===== src/rtl/if_id_stage.sv =====
// if_id_stage: instruction-fetch stage of the pipelined MIPS core.
// Holds the PC register, the IF/ID pipeline register, a one-cycle boot
// state, a sticky misalignment flag and a saturating stall counter.
module if_id_stage #(
  parameter logic [31:0] RESET_PC  = 32'h0000_0000,
  parameter logic [31:0] NOP_INSTR = 32'h0000_0000,
  parameter int unsigned CNT_W     = 16
) (
  input  logic             clk,
  input  logic             rst_n,
  input  logic [31:0]      next_pc,
  input  logic             pc_write,
  input  logic             if_id_write,
  input  logic             flush,
  input  logic [31:0]      imem_instr,
  output logic [31:0]      pc,
  output logic [31:0]      pc_plus4,
  output logic [31:0]      id_instr,
  output logic [31:0]      id_pc_plus4,
  output logic             id_valid,
  output logic             misaligned,
  output logic [CNT_W-1:0] stall_cycles
);

  localparam int unsigned XLEN = 32;
  localparam logic [CNT_W-1:0] CNT_MAX = '1;

  typedef enum logic {
    ST_BOOT = 1'b0,
    ST_RUN  = 1'b1
  } state_e;

  state_e            state_q, state_d;
  logic [XLEN-1:0]   pc_q, pc_d;
  logic [XLEN-1:0]   id_instr_q, id_instr_d;
  logic [XLEN-1:0]   id_pc_plus4_q, id_pc_plus4_d;
  logic              id_valid_q, id_valid_d;
  logic              misaligned_q, misaligned_d;
  logic [CNT_W-1:0]  stall_cnt_q, stall_cnt_d;
  logic [XLEN-1:0]   pc_plus4_c;

  // Sequential PC increment; wraps modulo 2^32
  assign pc_plus4_c = pc_q + XLEN'(4);

  // State and datapath registers with asynchronous reset
  always_ff @(posedge clk or negedge rst_n) begin
    if (!rst_n) begin
      state_q       <= ST_BOOT;
      pc_q          <= RESET_PC;
      id_instr_q    <= NOP_INSTR;
      id_pc_plus4_q <= '0;
      id_valid_q    <= 1'b0;
      misaligned_q  <= 1'b0;
      stall_cnt_q   <= '0;
    end else begin
      state_q       <= state_d;
      pc_q          <= pc_d;
      id_instr_q    <= id_instr_d;
      id_pc_plus4_q <= id_pc_plus4_d;
      id_valid_q    <= id_valid_d;
      misaligned_q  <= misaligned_d;
      stall_cnt_q   <= stall_cnt_d;
    end
  end

  // Next-state logic: boot cycle injects a bubble, run applies hazard controls
  always_comb begin
    state_d       = state_q;
    pc_d          = pc_q;
    id_instr_d    = id_instr_q;
    id_pc_plus4_d = id_pc_plus4_q;
    id_valid_d    = id_valid_q;
    misaligned_d  = misaligned_q;
    stall_cnt_d   = stall_cnt_q;

    case (state_q)
      ST_BOOT: begin
        // Hazard inputs are ignored until the pipeline has one clean bubble
        state_d       = ST_RUN;
        pc_d          = RESET_PC;
        id_instr_d    = NOP_INSTR;
        id_pc_plus4_d = '0;
        id_valid_d    = 1'b0;
      end
      ST_RUN: begin
        if (pc_write) begin
          // Low address bits are forced to zero; a non-zero request is flagged
          pc_d = {next_pc[XLEN-1:2], 2'b00};
          if (next_pc[1:0] != 2'b00) begin
            misaligned_d = 1'b1;
          end
        end else if (stall_cnt_q != CNT_MAX) begin
          stall_cnt_d = stall_cnt_q + CNT_W'(1);
        end

        // Flush wins over capture so a taken branch always squashes decode
        if (flush) begin
          id_instr_d    = NOP_INSTR;
          id_pc_plus4_d = '0;
          id_valid_d    = 1'b0;
        end else if (if_id_write) begin
          id_instr_d    = imem_instr;
          id_pc_plus4_d = pc_plus4_c;
          id_valid_d    = 1'b1;
        end
      end
      default: begin
        state_d = ST_BOOT;
      end
    endcase
  end

  assign pc           = pc_q;
  assign pc_plus4     = pc_plus4_c;
  assign id_instr     = id_instr_q;
  assign id_pc_plus4  = id_pc_plus4_q;
  assign id_valid     = id_valid_q;
  assign misaligned   = misaligned_q;
  assign stall_cycles = stall_cnt_q;

endmodule


===== config.mk =====
export PLATFORM = sky130hd
export DESIGN_NAME = if_id_stage
export DESIGN_NICKNAME = d
export VERILOG_FILES = /design/src/rtl/if_id_stage.sv
export SDC_FILE = /design/constraint.sdc
export NUM_CORES = 1
export LEC_CHECK = 0
export CORE_MARGIN = 4
export CORE_UTILIZATION = 46
export DETAILED_ROUTE_END_ITERATION = 16
export GPL_TIMING_DRIVEN = 0
export PLACE_DENSITY = 0.86
export SLEW_MARGIN = 20
export SYNTH_ARGS = -nofsm -noshare
export SYNTH_HDL_FRONTEND = slang
export SYNTH_SLANG_ARGS = --single-unit

===== constraint.sdc =====
create_clock -name clk -period 4.8 [get_ports clk]
set_clock_uncertainty 0.2 [all_clocks]
set_input_delay 0.96 -clock clk [delete_from_list [all_inputs] [get_ports clk]]
set_output_delay 0.96 -clock clk [all_outputs]
set_load 0.02 [all_outputs]

Yosys cells after proc, flatten, opt, wreduce, memory -nomap -nowiden
Cells that the tools add are included.
{"block": "word_totals", "regBits": 115, "input_bits": 69}
{"block": "op_classes", "n_addsub": 2, "n_eq_ne": 3, "n_mux": 11, "bitwise": 2, "reduce_logical": 3}
{"op": "32-bit case mux with 2 select lines", "n": 3}
{"op": "32-bit 2-to-1 mux", "n": 5}
{"op": "32-bit by 3-bit adder with 32-bit output, second input constant", "n": 1}
{"op": "16-bit by 1-bit adder with 16-bit output, second input constant", "n": 1}
{"op": "16-bit inequality test, second input constant", "n": 1}
{"op": "3-bit AND reduction", "n": 2}
{"op": "3-bit inequality test, second input constant", "n": 1}
{"op": "1-bit 2-to-1 mux", "n": 2}
{"op": "2-bit inequality test, second input constant", "n": 1}
{"op": "1-bit NOT", "n": 2}
{"op": "1-bit case mux with 2 select lines", "n": 1}
{"op": "2-bit nonzero test", "n": 1}

Logic depth before layout (Yosys ltp)
Gate-level depths: netlist of run 1.
{"block": "logic_depth", "ltp_word": 4, "depth_mapped": 7, "ltp_nobuf": 5}

Worst setup path after synthesis of run 1
OpenSTA, ideal clock, no wires.
{"block": "synth_path", "kind": "reg2out", "from": "register pc_q[2], in the netlist pc[2]", "to": "output pc_plus4[20]", "arrival_ns": 1.961, "required_time_ns": 3.640, "setup_slack_ns": 1.679, "stages_incl_launch_ff": 6, "path_buffers": 0, "path_cell_list": "dfrtp_1 > ha_1 > nand3_1 > nor3_2 > and3_1 > xor2_1"}
{"block": "synth_via", "elab_chain_len": 1}
{"element": "start, declared", "line_no": "34", "source": "logic [XLEN-1:0] pc_q, pc_d;"}
{"element": "start signal, assigned", "line_no": "57", "source": "pc_q <= pc_d;"}
{"element": "32-bit by 3-bit adder with 32-bit output", "line_no": "43", "source": "assign pc_plus4_c = pc_q + XLEN'(4);"}
{"element": "end, declared", "line_no": "17", "source": "output logic [31:0] pc_plus4,"}
Every way passes these cells.

Final worst setup path of run 1
Ends and elaborated chain as after synthesis.

==> results of run 1 <==
==> cell families after synthesis <==
logic type      count (synthesis)
simple gates                  165
fa+ha+maj                       2
compound gates                 86
xor+xnor                       41
mux                            32
flops                         111
other cells                     2
buf+inv                        44
==> worst max-delay path, cell delays in order (launching register included) <==
cell and delay [ps]:
dfrtp_1 570, ha_1 270, nand3_1 400, nor3_2 440
and3_1 270, xor2_1 190, clkdlybuf4s50_1 630
==> per-layer routing <==
| layer | vias up | part of all wire [%] | global-route usage, % |
|---|---|---|---|
| met5 | - | 0 | 0 |
| met1 | 2299 | 41 | 32.0 |
| li1 | 2186 | - | - |
| met3 | 34 | 8.2 | 4.61 |
| met2 | 233 | 47 | 39.0 |
| met4 | 0 | 3.3 | 10.9 |
==> layout make-up <==
class                      count  area share, %
sequential                   111           34.9
multi-input combinational    333           30.3
timing repair buffer         208           26.4
clock buffer                  13           3.27
buffer                        38           2.41
tap                          143           2.25
inverter                       6          0.283
clock inverter                 3          0.220
==> cells in the mapped netlist, drive strengths merged (2+ instances only) <==
library cell | instances | share of area (%)
a211o | 3 | 0.49
a21oi | 7 | 0.65
a221o | 10 | 1.9
a22o | 46 | 7.5
a31oi | 8 | 0.93
a32oi | 2 | 0.33
and3 | 15 | 1.7
and4 | 6 | 0.98
buf | 23 | 2.4
clkbuf | 15 | 1.1
conb | 2 | 0.14
dfrtp | 111 | 52
ha | 2 | 0.46
inv | 6 | 0.42
mux2i | 31 | 5.8
nand2 | 28 | 2.0
nand2b | 2 | 0.23
nand3 | 18 | 1.7
nand4 | 13 | 1.9
nor2 | 28 | 2.0
nor2b | 31 | 3.6
nor3 | 10 | 1.1
nor4 | 9 | 1.9
o211ai | 2 | 0.28
o21ai | 2 | 0.19
xnor2 | 16 | 2.6
xor2 | 25 | 4.1
==> worst max-delay path by stage <==
stage | slack, ps | end | cells after the start | start
after detailed placement | 930 | pc_plus4[24] | 6 | pc[2]
after global placement | -1560 | id_pc_plus4[8] | 1 | rst_n
after CTS | 530 | pc_plus4[20] | 6 | pc[2]
final | 500 | pc_plus4[20] | 6 | pc[2]
after global routing | 390 | pc_plus4[20] | 6 | pc[2]
after floorplan | 1680 | pc_plus4[20] | 5 | pc[2]
==> state kept, by name, summed over array words and instances (netlist names) <==
signal	flops
id_instr	32
id_pc_plus4	30
id_valid	1
misaligned	1
pc	30
stall_cycles	16
state_q	1
==> through the flow <==
stage	cell area, µm²	power [W]	setup slack, ps	util [%]
2_1_floorplan	5400	0.00127	1680	-
3_3_place_gp	7650	0.00151	-1560	67.0
3_5_place_dp	7680	0.00153	926	67.3
4_1_cts	7960	0.00223	534	69.7
5_1_grt	7960	0.00230	386	69.7
6_report	7960	0.00221	504	69.7
==> power by group through the flow <==
stage | combinational, W | clock, W | sequential [W]
final | 0.000458 | 0.000703 | 0.00105
after global routing | 0.000489 | 0.000757 | 0.00106
after CTS | 0.000462 | 0.000720 | 0.00105
after detailed placement | 0.000459 | 0 | 0.00107
after global placement | 0.000449 | 0 | 0.00107
after floorplan | 0.000149 | 0 | 0.00112
==> impl_metrics.csv, run 1 <==
group,metric,value,unit
outcome,status,"complete, no violations",
grt,antenna_found_initial,0,
setup_path,r2r_setup_slack,2290,ps
synth,netlist_area,5380,µm²
final_layout,antenna_cells,0,
floorplan,rows,39,
timing,finalHoldViolCount,0,
synth,synthArstFlopShare,100,%
synth,avgSynthCellArea,11.1,µm²
floorplan,core_area,11400,µm²
clock_tree,ctsResizeCount,0,
timing,maxSlewViolCount,0,
route,vias_per_cell,5.56,
setup_path,worstReg2RegStart,"pc[2]",
timing,fin_tns_setup,0,ps
clock_tree,post_cts_buffers,0,
route,dr_total_vias,4752,
power,ir_drop,327,µV
floorplan,initial_utilization,47.1,%
place,gp_congestion,0.886,
grt,grt_max_degree,57,
floorplan,die_area,13500,µm²
hold_path,holdPathStages,1,
clock_tree,h-tree-depth,3,
timing,worstMarginPinSlew,609,ps
synth,syn_inst,483,
power,switchingPower,0.000617,W
synth,synth_xor_area_share,6.67,%
timing,slew_headroom,59.4,%
power,power.density,278,nW/µm²
job,maxCapViolations,0,
timing,period_minus_slack,4300,ps
final_layout,final_cell_mix,"clkdlybuf4s50_1, dfrtp_1, a22o_1, nor2b_1, mux2i_1",
route,routedWlPerCell,18.9,µm
synth,synth_edf_count,0,
final_layout,finalNetCount,778,
route,routed_wl,16100,µm
timing,rsz0062_at_grt,"no",
synth,synth_cell_types,49,
timing,whs,270,ps
setup_path,path_max_fanout,8,
timing,fmax,0.233,GHz
floorplan,die_h,116,µm
grt,grt_first_pass_wirelength,25300,µm
place,port_buffers,207,
final_layout,finalNonFillerCells,855,
place,place.detailed.hpwl,12300,µm
clock_tree,ctsHoldBuffers,0,
grt,grt_pass1_vias,4849,
synth,ys.flop_type,"dfrtp_1",
power,comb_power_share,20.7,%
clock_tree,cts.clk_slew.worst_paths,70,ps
synth,yosysWarningCount,0,
clock_tree,clkLatencyLatePin,350,ps
timing,finalSetupViolCount,0,
setup_path,rr_endpoint,"id_pc_plus4[28]",
synth,synthMuxAreaShare,5.98,%
place,placedCellCount,839,
timing,fin_crit_sh,89.5,%
power,leakage,3.58,nW
synth,synth_top_family_by_area,"simple AND/OR/NAND/NOR gates",
route,firstDrtPassIters,5,
route,ant_nets,0,
floorplan,die_w,116,µm
floorplan,io_pins,215,
final_layout,drive_gt1_share,7.30,%
final_layout,mostFrequentLayoutCell,"clkdlybuf4s50_1",
synth,synth_compound_area_share,13.1,%
setup_path,critPathKind,"flop to output pin",
synth,synth_seq_cells,111,
hold_path,hold_path_class,"flop to flop",
setup_path,crit_required,3640,ps
clock_tree,tritoncts,"built",
synth,synthAdderAreaFrac,0.465,%
route,drt_iter0_drc,328,
clock_tree,cts_root_buffer,"clkbuf_16",
setup_path,r2r_cells,5,
clock_tree,cts.sinks,111,
final_layout,area_delta_synth_final,47.9,%
clock_tree,cts_buffer_depth,2,
setup_path,start_kind,"flop",
clock_tree,cts_inserted_buffers,9,
power,power_frac_clock,31.8,%
power,internal-power,0.00159,W
setup_path,timing.critical_path.to_type,"output pin",
hold_path,hp-start,"misaligned",
synth,yosys.area_share.simple,18.0,%
power,p_sw_share,27.9,%
route,drcViolationCount,0,
final_layout,multi_input_area,2410,µm²
setup_path,arrival,3140,ps
power,p_seq_share,47.5,%
hold_path,hold_path_end,"misaligned",
grt,overflow,0,
grt,grtUsageTotal,24.2,%
final_layout,filler_cell_count,849,
synth,seq_area_frac_synth,51.6,%
final_layout,seq_area,2780,µm²
Note: power is estimated with default switching activity, not from simulation.
==> run 2: changes to the inputs <==
--- a/config.mk
+++ b/config.mk
@@ -7,8 +7,8 @@
 export LEC_CHECK = 0
 export CORE_MARGIN = 4
 export CORE_UTILIZATION = 46
+export CTS_BUF_LIST = sky130_fd_sc_hd__clkbuf_8
 export DETAILED_ROUTE_END_ITERATION = 16
-export GPL_TIMING_DRIVEN = 0
 export PLACE_DENSITY = 0.86
 export SLEW_MARGIN = 20
 export SYNTH_ARGS = -nofsm -noshare
==> impl_metrics.csv, run 2 (synthesized netlist as in run 1, its figures left out) <==
group,metric,value,unit
outcome,status,"complete, no violations",
power,p_seq_share,51.5,%
clock_tree,cts_root_buffer,"clkbuf_8",
floorplan,rows,39,
setup_path,r2r_cells,5,
final_layout,antenna_cells,0,
floorplan,initial_utilization,47.1,%
timing,fin_tns_setup,0,ps
timing,finalSetupViolCount,0,
final_layout,final_cell_mix,"clkdlybuf4s50_1, dfrtp_1, a22o_1, nor2b_1, mux2i_1",
floorplan,die_area,13500,µm²
power,power.density,266,nW/µm²
timing,finalHoldViolCount,0,
clock_tree,clkLatencyLatePin,370,ps
setup_path,cp_slowest_cell,"nor3_2",
timing,worstMarginPinSlew,768,ps
power,leakage,3.45,nW
route,routed_wl,15800,µm
clock_tree,cts.sinks,111,
job,maxCapViolations,0,
timing,slew_headroom,48.6,%
power,p_sw_share,29.0,%
timing,period_minus_slack,4190,ps
grt,grtUsageTotal,23.2,%
timing,fin_crit_sh,87.3,%
final_layout,utilization,67.8,%
route,dr_total_vias,4590,
grt,grt_first_pass_wirelength,24400,µm
timing,maxSlewViolCount,0,
grt,grt_pass1_vias,4691,
timing,fmax,0.239,GHz
clock_tree,ctsResizeCount,0,
power,power_frac_clock,27.2,%
setup_path,cp.depth,5,
floorplan,core_area,11400,µm²
setup_path,rr_endpoint,"id_pc_plus4[28]",
place,port_buffers,208,
setup_path,timing.critical_path.to_type,"output pin",
route,drcViolationCount,0,
setup_path,cp.buffers_inverters,1,
route,wl_met3,1130,µm
setup_path,arrival,3030,ps
final_layout,largest_register_ff_count,32,
grt,overflow,0,
floorplan,io_pins,215,
setup_path,r2r_setup_slack,2420,ps
power,switchingPower,0.000598,W
place,place.detailed.hpwl,11500,µm
route,drt_iter0_drc,271,
final_layout,area_delta_synth_final,43.9,%
setup_path,crit_required,3640,ps
final_layout,drive_gt1_share,6.02,%
route,firstDrtPassIters,4,
setup_path,start_kind,"flop",
route,met1_length,6300,µm
power,internal-power,0.00146,W
setup_path,cp-endpoint,"pc_plus4[25]",
route,wl_met2,7990,µm
floorplan,die_h,116,µm
place,gp_congestion,0.848,
hold_path,hold_path_class,"input pin to async pin",
power,comb_power_share,21.4,%
final_layout,finalNetCount,747,
route,vias_per_cell,5.57,
setup_path,critPathLaunch,"pc[6]",
setup_path,slowest_delay,640,ps
grt,antenna_found_initial,0,
timing,rsz0062_at_grt,"no",
clock_tree,cts.clk_slew.worst_paths,100,ps
route,routedWlPerCell,19.1,µm
setup_path,crit_chain,"nand4_2 -> nor3_2 -> and4_1 -> xor2_1 -> clkdlybuf4s50_1",
clock_tree,cts_buffer_depth,2,
setup_path,worstReg2RegStart,"pc[2]",
route,highest_layer,"met4",
clock_tree,post_cts_buffers,0,
setup_path,crit_family,"simple AND/OR/NAND/NOR gates",
clock_tree,tritoncts,"built",
route,ant_nets,0,
clock_tree,h-tree-depth,3,
final_layout,mostFrequentLayoutCell,"clkdlybuf4s50_1",
grt,grt_max_degree,81,
setup_path,critPathKind,"flop to output pin",
floorplan,die_w,116,µm
clock_tree,cts_inserted_buffers,9,
setup_path,path_max_fanout,12,
power,ir_drop,137,µV
clock_tree,ctsHoldBuffers,0,
-- run 2: cell types whose count changed in the layout (fill, tap and decap cells not counted), moves of 2 or more --
cell	delta
clkbuf_8	+8
buf_2	-11
clkbuf_2	-3
buf_1	-4
clkbuf_1	-14
clkbuf_16	-9
buf_6	-2
-- run 2: worst min path at each step --
stage / end
CTS: misaligned
global placement: misaligned
detailed placement: misaligned
floorplan: misaligned
finish: id_instr[21]
global route: id_instr[21]
-- run 2: final cells by class --
type	count	area, µm²
Clock buffer	10	138
Clock inverter	6	60.1
Fill cell	885	3680
Inverter	6	22.5
Multi-Input combinational cell	333	2420
Sequential cell	111	2780
Tap cell	143	179
Timing Repair Buffer	215	2150
-- run 2: power by group through the flow --
stage	combinational, W	clock, W	sequential [W]
floorplan	0.000149	0	0.00112
global placement	0.000433	0	0.00107
global route	0.000469	0.000614	0.00107
detailed placement	0.000438	0	0.00108
finish	0.000440	0.000559	0.00106
CTS	0.000442	0.000577	0.00106
-- run 2: metrics by stage --
stage	instances	hold slack [ps]	worst slack, ps	power, W	instance area, µm²
after floorplan	488	382	1680	0.00127	5400
after global placement	807	249	1120	0.00151	7520
after detailed placement	807	262	1040	0.00152	7520
after CTS	823	286	597	0.00208	7710
after global routing	824	264	422	0.00215	7740
final	824	264	611	0.00206	7740
-- run 2: routing by layer --
metal | GRT usage, % | vias up
met5 | 0 | -
met4 | 8.89 | 0
met3 | 4.40 | 19
met2 | 40.6 | 191
met1 | 28.4 | 2254
li1 | - | 2126
